[config.mk]
export PLATFORM = sky130hd
export DESIGN_NAME = bsg_tx_engine_flat
export DESIGN_NICKNAME = d
export VERILOG_FILES = /design/src/rtl/bsg_tx_if.sv /design/src/rtl/bsg_tx_engine.sv /design/src/flat_wrapper.sv
export SDC_FILE = /design/constraint.sdc
export NUM_CORES = 1
export LEC_CHECK = 0
export CORE_UTILIZATION = 57
export DETAILED_ROUTE_END_ITERATION = 12
export HOLD_SLACK_MARGIN = 0.05
export PLACE_DENSITY = 0.8
export SETUP_SLACK_MARGIN = 0.3
export SLEW_MARGIN = 20
export SYNTH_ARGS = -nofsm -noshare
export SYNTH_HDL_FRONTEND = slang
export SYNTH_SLANG_ARGS = --single-unit
[constraint.sdc]
create_clock -name clk -period 2.5 [get_ports clk]
set_clock_uncertainty 0.05 [all_clocks]
set_input_delay 0.375 -clock clk [delete_from_list [all_inputs] [get_ports clk]]
set_output_delay 0.375 -clock clk [all_outputs]
set_load 0.005 [all_outputs]
[src/rtl/bsg_tx_if.sv]
// bsg_tx_if: handshake/data bundle between the BSG register block and the
// serial transmit engine.
//
// Signals:
//   tx_enable  register block -> engine  BSG_CONTROL[0], level start request
//   data1      register block -> engine  first byte of a frame
//   data2      register block -> engine  second byte of a frame
//   status     engine -> register block  BSG_CONTROL[7:3] {count[2:0], done, busy}
//   tx_out     engine -> pad             serial line, idle high
//
// Modports:
//   master  register-block / testbench side
//   slave   transmit-engine side
interface bsg_tx_if;
  logic       tx_enable;
  logic [7:0] data1;
  logic [7:0] data2;
  logic [4:0] status;
  logic       tx_out;

  modport master (
    output tx_enable,
    output data1,
    output data2,
    input  status,
    input  tx_out
  );

  modport slave (
    input  tx_enable,
    input  data1,
    input  data2,
    output status,
    output tx_out
  );
endinterface

[src/rtl/bsg_tx_engine.sv]
// bsg_tx_engine: serial transmit engine for the BSG peripheral.
//
// Serialises a latched {data2, data1} pair as a framed bitstream:
//   start(0), data1 LSB first, data2 LSB first, [even parity], stop(1)
// Every bit is held for CLKS_PER_BIT clocks.
//
// Optional feature macro: BSG_TX_PARITY_EN
//   defined   -> even-parity bit over all 16 data bits after data2 (19-bit frame)
//   undefined -> data2 is followed directly by stop (18-bit frame)
//
// Parameters:
//   CLKS_PER_BIT  clocks per serial bit, 1..65535 (default 16)
//
// Ports:
//   clk    system clock, rising edge
//   rst_n  asynchronous active-low reset
//   bus    bsg_tx_if.slave
//            tx_enable  level-sensitive start request (sampled in idle)
//            data1      first byte, latched at frame start
//            data2      second byte, latched at frame start
//            status     [0] busy, [1] done (sticky), [4:2] frame count (wraps)
//            tx_out     serial output, idle high
//
// All outputs come straight from flops; no input reaches an output without
// passing through a register.
module bsg_tx_engine #(
  parameter int unsigned CLKS_PER_BIT = 16
) (
  input logic     clk,
  input logic     rst_n,
  bsg_tx_if.slave bus
);

  // Last value of the baud counter within one bit period.
  localparam logic [15:0] BaudMax = 16'(CLKS_PER_BIT - 1);

  typedef enum logic [2:0] {
    StIdle,
    StStart,
    StData1,
    StData2,
    StParity,
    StStop
  } state_e;

  state_e      state_q;
  logic [15:0] baud_q;
  logic [2:0]  bit_q;
  logic [15:0] shreg_q;
  logic        tx_q;
  logic        busy_q;
  logic        done_q;
  logic [2:0]  count_q;
`ifdef BSG_TX_PARITY_EN
  logic        parity_q;
`endif

  logic bit_end;
  assign bit_end = (baud_q == BaudMax);

  always_ff @(posedge clk or negedge rst_n) begin
    if (!rst_n) begin
      state_q  <= StIdle;
      baud_q   <= '0;
      bit_q    <= '0;
      shreg_q  <= '0;
      tx_q     <= 1'b1;
      busy_q   <= 1'b0;
      done_q   <= 1'b0;
      count_q  <= '0;
`ifdef BSG_TX_PARITY_EN
      parity_q <= 1'b0;
`endif
    end else begin
      unique case (state_q)
        StIdle: begin
          baud_q <= '0;
          bit_q  <= '0;
          tx_q   <= 1'b1;
          if (bus.tx_enable) begin
            // Data is captured here so later register writes cannot corrupt
            // a frame already in flight.
            shreg_q  <= {bus.data2, bus.data1};
`ifdef BSG_TX_PARITY_EN
            parity_q <= ^{bus.data2, bus.data1};
`endif
            done_q   <= 1'b0;
            busy_q   <= 1'b1;
            tx_q     <= 1'b0;
            state_q  <= StStart;
          end
        end

        StStart, StData1, StData2, StParity, StStop: begin
          if (!bit_end) begin
            baud_q <= baud_q + 16'd1;
          end else begin
            baud_q <= '0;
            unique case (state_q)
              StStart: begin
                tx_q    <= shreg_q[0];
                shreg_q <= shreg_q >> 1;
                bit_q   <= '0;
                state_q <= StData1;
              end

              StData1: begin
                // After the eighth data1 bit, shreg_q[0] already holds data2[0].
                tx_q    <= shreg_q[0];
                shreg_q <= shreg_q >> 1;
                bit_q   <= bit_q + 3'd1;
                if (bit_q == 3'd7) begin
                  state_q <= StData2;
                end
              end

              StData2: begin
                shreg_q <= shreg_q >> 1;
                bit_q   <= bit_q + 3'd1;
                if (bit_q == 3'd7) begin
`ifdef BSG_TX_PARITY_EN
                  tx_q    <= parity_q;
                  state_q <= StParity;
`else
                  tx_q    <= 1'b1;
                  state_q <= StStop;
`endif
                end else begin
                  tx_q <= shreg_q[0];
                end
              end

              StParity: begin
                tx_q    <= 1'b1;
                state_q <= StStop;
              end

              StStop: begin
                // busy falls, done rises and the count advances on one edge.
                tx_q    <= 1'b1;
                busy_q  <= 1'b0;
                done_q  <= 1'b1;
                count_q <= count_q + 3'd1;
                state_q <= StIdle;
              end

              default: state_q <= StIdle;
            endcase
          end
        end

        default: begin
          state_q <= StIdle;
          tx_q    <= 1'b1;
          busy_q  <= 1'b0;
        end
      endcase
    end
  end

  assign bus.tx_out = tx_q;
  assign bus.status = {count_q, done_q, busy_q};

endmodule

[src/flat_wrapper.sv]
// flat-port wrapper written by rule: the top's interface ports become plain ports
module bsg_tx_engine_flat 
#(
  parameter int unsigned CLKS_PER_BIT = 16
)
  (clk, rst_n, bus_tx_enable, bus_data1, bus_data2, bus_status, bus_tx_out);
  bsg_tx_if bus_i ();
  input logic clk;
  input logic rst_n;
  input wire logic [$bits(bus_i.tx_enable)-1:0] bus_tx_enable;
  input wire logic [$bits(bus_i.data1)-1:0] bus_data1;
  input wire logic [$bits(bus_i.data2)-1:0] bus_data2;
  output wire logic [$bits(bus_i.status)-1:0] bus_status;
  output wire logic [$bits(bus_i.tx_out)-1:0] bus_tx_out;
  assign bus_i.tx_enable = bus_tx_enable;
  assign bus_i.data1 = bus_data1;
  assign bus_i.data2 = bus_data2;
  assign bus_status = bus_i.status;
  assign bus_tx_out = bus_i.tx_out;
  bsg_tx_engine #(.CLKS_PER_BIT(CLKS_PER_BIT)) u_core (.clk(clk), .rst_n(rst_n), .bus(bus_i));
endmodule
==> results of run 1 <==
power by group:
part	leakage (nW)	internal (mW)	total [mW]	switching, mW
clock network	0.0422	0.196	0.430	0.233
logic	0.657	0.0261	0.0438	0.0177
registers	0.586	0.711	0.711	0
total	1.29	0.933	1.18	0.251
cell families (layout without fill, tap and decap cells):
group / after synthesis / count (layout) / share of synthesized area (%)
AOI/OAI and AO/OA: 46 / 46 / 11.93
xor gates and xnor gates: 2 / 2 / 0.6963
adders and majority gates: 4 / 4 / 1.989
buffers and inverters: 25 / 48 / 5.669
DFF: 44 / 44 / 43.81
muxes: 35 / 35 / 17.01
and+or+nand+nor: 77 / 77 / 18.90
critical path: stages, from the launching register on:
cell and delay (ns):
dfrtp_1 0.42, ha_1 0.24, and3_1 0.27, and4_1 0.27, o21a_1 0.12, buf_4 0.26, mux2_2 0.37
cell usage after synthesis, drive strengths merged, types with 2 or more instances:
cell	number	area [µm²]
nor2	8	30.03
nand2	17	63.81
clkbuf	6	22.52
a41oi	2	17.52
nor2b	4	25.02
xnor2	2	17.52
a21oi	5	25.02
nand4	7	65.06
inv	8	30.03
and2	2	12.52
mux2	32	397.9
dfrtp	43	1076
o211ai	5	47.54
or4	2	15.01
or2	2	12.51
nor3	4	20.02
nor4	5	58.80
and3	3	20.02
o22ai	4	25.02
buf	11	90.08
a31oi	17	106.4
o21ai	9	45.04
nand3	12	65.06
ha	4	50.05
nand3b	8	60.06
mux2i	3	30.03
and4	3	27.53
sequential cells by signal, indices dropped and copies added, names as in the netlist:
register and count:
u_core.shreg_q 16, u_core.count_q 3, u_core.bit_q 3, u_core.busy_q 1, u_core.baud_q 16, u_core.done_q 1
u_core.bus.tx_out 1, u_core.state_q 3
routing by layer:
metal | vias to the layer above | routed length [µm]
li1 | 910 | -
met1 | 879 | 2206
met2 | 50 | 2224
met3 | 7 | 198
met4 | 0 | 57
met5 | - | 0
cell type report:
class,count,area (µm²)
clock buffer,7,76.32
timing repair buffer,32,301.5
tap,50,62.56
multi-input combinational,164,1274
fill,326,1264
sequential,44,1102
clock inverter,1,5.005
inverter,8,30.03
metrics by stage:
step | setup slack, ns | instance area, µm²
final | 0.3941 | 2851
after global routing | 0.3064 | 2851
after CTS | 0.3841 | 2848
after detailed placement | 0.4063 | 2756
after global placement | 0.4160 | 2756
after floorplan | 0.5986 | 2516
repair_timing:
item	CTS	global route
hold buffers	1	0
endpoints found under the setup margin	0	9
endpoints found under the hold margin	15	0
gates resized for setup	0	1
path summary, 6_finish.rpt:
path	startpoint	to	slack, ns	cells after the start
min reg2reg	u_core.count_q[2]$_DFFE_PN0P_	u_core.count_q[2]$_DFFE_PN0P_	0.42	1
max in group asynchronous	rst_n	u_core.bus.tx_out$_DFFE_PN1P_	1.23	3
max	u_core.baud_q[0]$_DFFE_PN0P_	u_core.shreg_q[10]$_DFFE_PN0P_	0.39	6
max reg2reg	u_core.baud_q[0]$_DFFE_PN0P_	u_core.shreg_q[10]$_DFFE_PN0P_	0.39	6
min in group asynchronous	rst_n	u_core.count_q[0]$_DFFE_PN0P_	0.45	2
min	u_core.count_q[2]$_DFFE_PN0P_	u_core.count_q[2]$_DFFE_PN0P_	0.42	1
==> out/metrics.cfg, run 1 <==
[layout]
drive_gt1_share_pct = 22.66
final_core_util_pct = 69.29
final_cell_mix = 43 x dfrtp_1, 23 x clkdlybuf4s50_1, 22 x mux2_2, 17 x nand2_1, 17 x a31oi_1
antenna_cells = 0
nets = 278
final_common_cell = dfrtp_1
syn_to_final_growth_pct = 13.33
final_cell_count_no_fill = 306

[place]
globalplace.congestion = 0.8684
io_buffers = 24
post-place-cells = 297
dp_hpwl_um = 3345

[floorplanning]
die_y_um = 68.44
coreArea_mm2 = 0.004115
io_pins = 25
die_area_mm2 = 0.004684
initial_core_util_pct = 61.14
die_w_um = 68.44
fp-row-count = 23

[timing]
hold_violations = 0
hold_slack_ns = 0.4193
finalSetupViolCount = 0
max_slew_margin_pct = 63.27
drv_slew = 0
tns_ns = 0
fin_crit_sh_pct = 84.23
tightestPinTransition_ns = 0.5468
clock.fmax_mhz = 474.9
rsz0062_at_grt = no
period_needed_ns = 2.106

[routing]
drc = 0
ant_nets = 0
drtPass1Iterations = 5
vias = 1846
drt-wirelength-per-cell_um = 15.31
drt-initial-drc-count = 174
drt-total-wl_um = 4686
via_per_inst = 6.033

[synthesis]
syn_avg_cell_area_um2 = 10.80
synthCells = 233
synth_area_mm2 = 0.002516
yosys.cell_types.count = 45
synth_edf_count = 0
syn-num-nets = 256
ys.warnings.count = 0
synthArstFlopShare_pct = 100.0
synth.yosys.seq_area_share_pct = 43.81
ys_seq_elements = 44
synthFlopType = dfrtp_1

[clock_network]
cts_buffers = 5
cts_tree = built
clockRootBuffer = clkbuf_8
postCtsSetupRepairBufs = 0
clkTransAtPathRegs_ns = 0.08
cts.sinks = 44
clockBufferDepth = 2
cts.htree.levels = 2
clkLatencyLatePin_ns = 0.30

[critical_path]
cp-start-kind = register
crit_fanout = 16
critical_path_class = register to register
arrival_ns = 2.24
required_ns = 2.63
setup.worst_path.end_class = register

[global_routing]
gr-total-overflow = 0
grt_use_total_pct = 22.67
grt_pass1_vias = 1687
met2_usage_pct = 36.40
antenna_found_initial = 0
grt_pass1_wl_um = 7797
grtUsageMet3_pct = 5.000
grt_start_max_net_pins = 30
grt_util_met1_pct = 30.20
top_usage_layer = met2

[status]
outcome = complete, no violations

[power_and_ir_drop]
powerDensity_mw_per_mm2 = 415.4
ir_drop_uv = 255.1
p_total_mw = 1.185
leakage_nw = 1.286

[worst_hold_path]
hold_path_class = register to register

[flow_run]
timing.max_cap.violations = 0

Power figures use the tool's default switching activity.
==> inputs of run 2 (changes only) <==
==> constraint.sdc (replaced) <==
create_clock -name clk -period 2.2 [get_ports clk]
set_clock_uncertainty 0.05 [all_clocks]
set_input_delay 0.33 -clock clk [delete_from_list [all_inputs] [get_ports clk]]
set_output_delay 0.33 -clock clk [all_outputs]
set_load 0.005 [all_outputs]
==> out/metrics.cfg, run 2 (synthesized netlist as in run 1, its figures left out) <==
[status]
outcome = complete, no violations

[critical_path]
cp-start-kind = register
arrival_ns = 2.04
r2r_setup_slack_ns = 0.30
crit_fanout = 8
critical_path_class = register to register
crit_buf_inv = 1
crit_slowest_cell = dfrtp_1
reg2reg_depth = 6
required_ns = 2.34
setup.worst_path.end_class = register
crit_family = simple AND/OR/NAND/NOR gates
path_depth = 6
cpPeakStageDelay_ns = 0.40
crit_chain = ha_2 -> and3_4 -> and4_1 -> o21a_2 -> clkbuf_16 -> mux2_4
r2r_end = u_core.shreg_q[13]$_DFFE_PN0P_
rr_startpoint = u_core.baud_q[1]$_DFFE_PN0P_

[layout]
nets = 288
drive_gt1_share_pct = 29.70
syn_to_final_growth_pct = 21.48
final_common_cell = dfrtp_1
n_fill_cell = 296
final_core_util_pct = 74.28
register_area_mm2 = 0.001106
antenna_cells = 0
final_cell_mix = 40 x dfrtp_1, 23 x clkdlybuf4s50_1, 17 x a31oi_1
multi_input_area_mm2 = 0.001338
top_regs = u_core.baud_q x16, u_core.shreg_q x16

[routing]
wl_met3_um = 231
via_per_inst = 6.231
ant_nets = 0
drt-initial-drc-count = 214
met1_length_um = 2460
drc = 0
drtPass1Iterations = 5
top_layer = met4
drt-wirelength-per-cell_um = 16.94
routed-wl-met2_um = 2530
drt-total-wl_um = 5354
vias = 1969

[place]
dp_hpwl_um = 3364
io_buffers = 24
globalplace.congestion = 0.8433
preCtsSetupSlack_ns = 0.2395

[floorplanning]
die_area_mm2 = 0.004684
io_pins = 25
die_w_um = 68.44
coreArea_mm2 = 0.004115
initial_core_util_pct = 61.14
die_y_um = 68.44
fp-row-count = 23

[timing]
max_slew_margin_pct = 66.07
setup_ws_ns = 0.2977
rsz0062_at_grt = yes
hold_violations = 0
finalSetupViolCount = 0
hold_slack_ns = 0.4250
drv_slew = 0
tns_ns = 0
tightestPinTransition_ns = 0.5090
clock.fmax_mhz = 525.7
period_needed_ns = 1.902
fin_crit_sh_pct = 86.47

[global_routing]
grt_use_total_pct = 24.88
gr-total-overflow = 0
antenna_found_initial = 0
grt_pass1_vias = 1832
grt_start_max_net_pins = 40
grt_pass1_wl_um = 8424

[power_and_ir_drop]
p_total_mw = 1.366
ir_drop_uv = 342.3
powerDensity_mw_per_mm2 = 446.9
leakage_nw = 1.370

[clock_network]
clkLatencyLatePin_ns = 0.30
clkTransAtPathRegs_ns = 0.08
cts.sinks = 44
cts_buffers = 5
clockRootBuffer = clkbuf_8
cts.htree.levels = 2
clockBufferDepth = 2
cts_tree = built

[worst_hold_path]
hold_path_end = u_core.count_q[2]$_DFFE_PN0P_
hold_path_class = register to register
min_path_cells = 1
hold_start = u_core.count_q[2]$_DFFE_PN0P_

[flow_run]
timing.max_cap.violations = 0

run 2: cell types whose count changed in the layout (fill, tap and decap cells not counted), moves of 2 or more:
| cell | previous run | this run |
|---|---|---|
| mux2_4 | 10 | 16 |
| mux2_2 | 22 | 16 |
| or4_4 | 0 | 2 |
| nor4_4 | 1 | 3 |
| buf_4 | 6 | 12 |
| nor4_2 | 2 | 0 |
| buf_12 | 0 | 3 |
| or4_1 | 2 | 0 |
| dfrtp_2 | 0 | 3 |
| dfrtp_1 | 43 | 40 |
run 2: per-stage QoR:
stage | instances | cell area [µm²]
2_1_floorplan | 233 | 2521
3_3_place_gp | 301 | 2829
3_5_place_dp | 301 | 2829
4_1_cts | 314 | 2969
5_1_grt | 316 | 3057
6_report | 316 | 3057
run 2: how the worst max path moves through the flow:
stage	startpoint	to	slack, ns
4_1_cts	u_core.baud_q[9]$_DFFE_PN0P_	u_core.shreg_q[10]$_DFFE_PN0P_	0.30
2_1_floorplan	u_core.baud_q[0]$_DFFE_PN0P_	u_core.shreg_q[0]$_DFFE_PN0P_	0.33
3_5_place_dp	u_core.baud_q[0]$_DFFE_PN0P_	u_core.shreg_q[10]$_DFFE_PN0P_	0.24
6_report	u_core.baud_q[1]$_DFFE_PN0P_	u_core.shreg_q[13]$_DFFE_PN0P_	0.30
3_3_place_gp	u_core.baud_q[0]$_DFFE_PN0P_	u_core.shreg_q[7]$_DFFE_PN0P_	0.28
5_1_grt	u_core.baud_q[7]$_DFFE_PN0P_	u_core.baud_q[8]$_DFFE_PN0P_	0.21
run 2: worst register-to-register path: stages, from the launching register on:
cell and delay [ns]:
dfrtp_1 0.40, ha_2 0.20, and3_4 0.21, and4_1 0.22
o21a_2 0.24, clkbuf_16 0.18, mux2_4 0.30
run 2: final cells by class:
type | count | area share (%)
multi-input combinational | 164 | 43.76
tap | 50 | 2.047
timing repair buffer | 42 | 14.12
clock inverter | 2 | 0.5321
sequential | 44 | 36.19
inverter | 8 | 0.9824
clock buffer | 6 | 2.374
run 2: routing by layer:
metal,up-vias,track usage [%]
li1,926,-
met4,0,9.635
met5,-,0
met2,64,38.85
met3,21,5.333
met1,958,33.51
run 2: power by group:
part,internal (mW),switching (mW),leakage [nW]
Combinational,0.0321,0.0213,0.747
Sequential,0.808,0,0.581
Clock,0.226,0.279,0.0414
run 2: repair_timing:
action | in CTS | in global routing
resized for setup | 3 | 15
pin swaps | 2 | 2
endpoints found under the setup margin | 15 | 29
hold buffers | 1 | 0
hold endpoints to repair | 20 | 0
cloned | 0 | 1
buffers inserted | 4 | 1
==> inputs of run 3 (changes only) <==
--- a/config.mk
+++ b/config.mk
@@ -5,6 +5,7 @@
 export SDC_FILE = /design/constraint.sdc
 export NUM_CORES = 1
 export LEC_CHECK = 0
+export ABC_CLOCK_PERIOD_IN_PS = 2200
 export CORE_UTILIZATION = 57
 export DETAILED_ROUTE_END_ITERATION = 12
 export HOLD_SLACK_MARGIN = 0.05
@@ -14,3 +15,4 @@
 export SYNTH_ARGS = -nofsm -noshare
 export SYNTH_HDL_FRONTEND = slang
 export SYNTH_SLANG_ARGS = --single-unit
+export TNS_END_PERCENT = 100
==> results of run 3 <==
The final DEF is identical to that of run 2; final timing and power are the same.
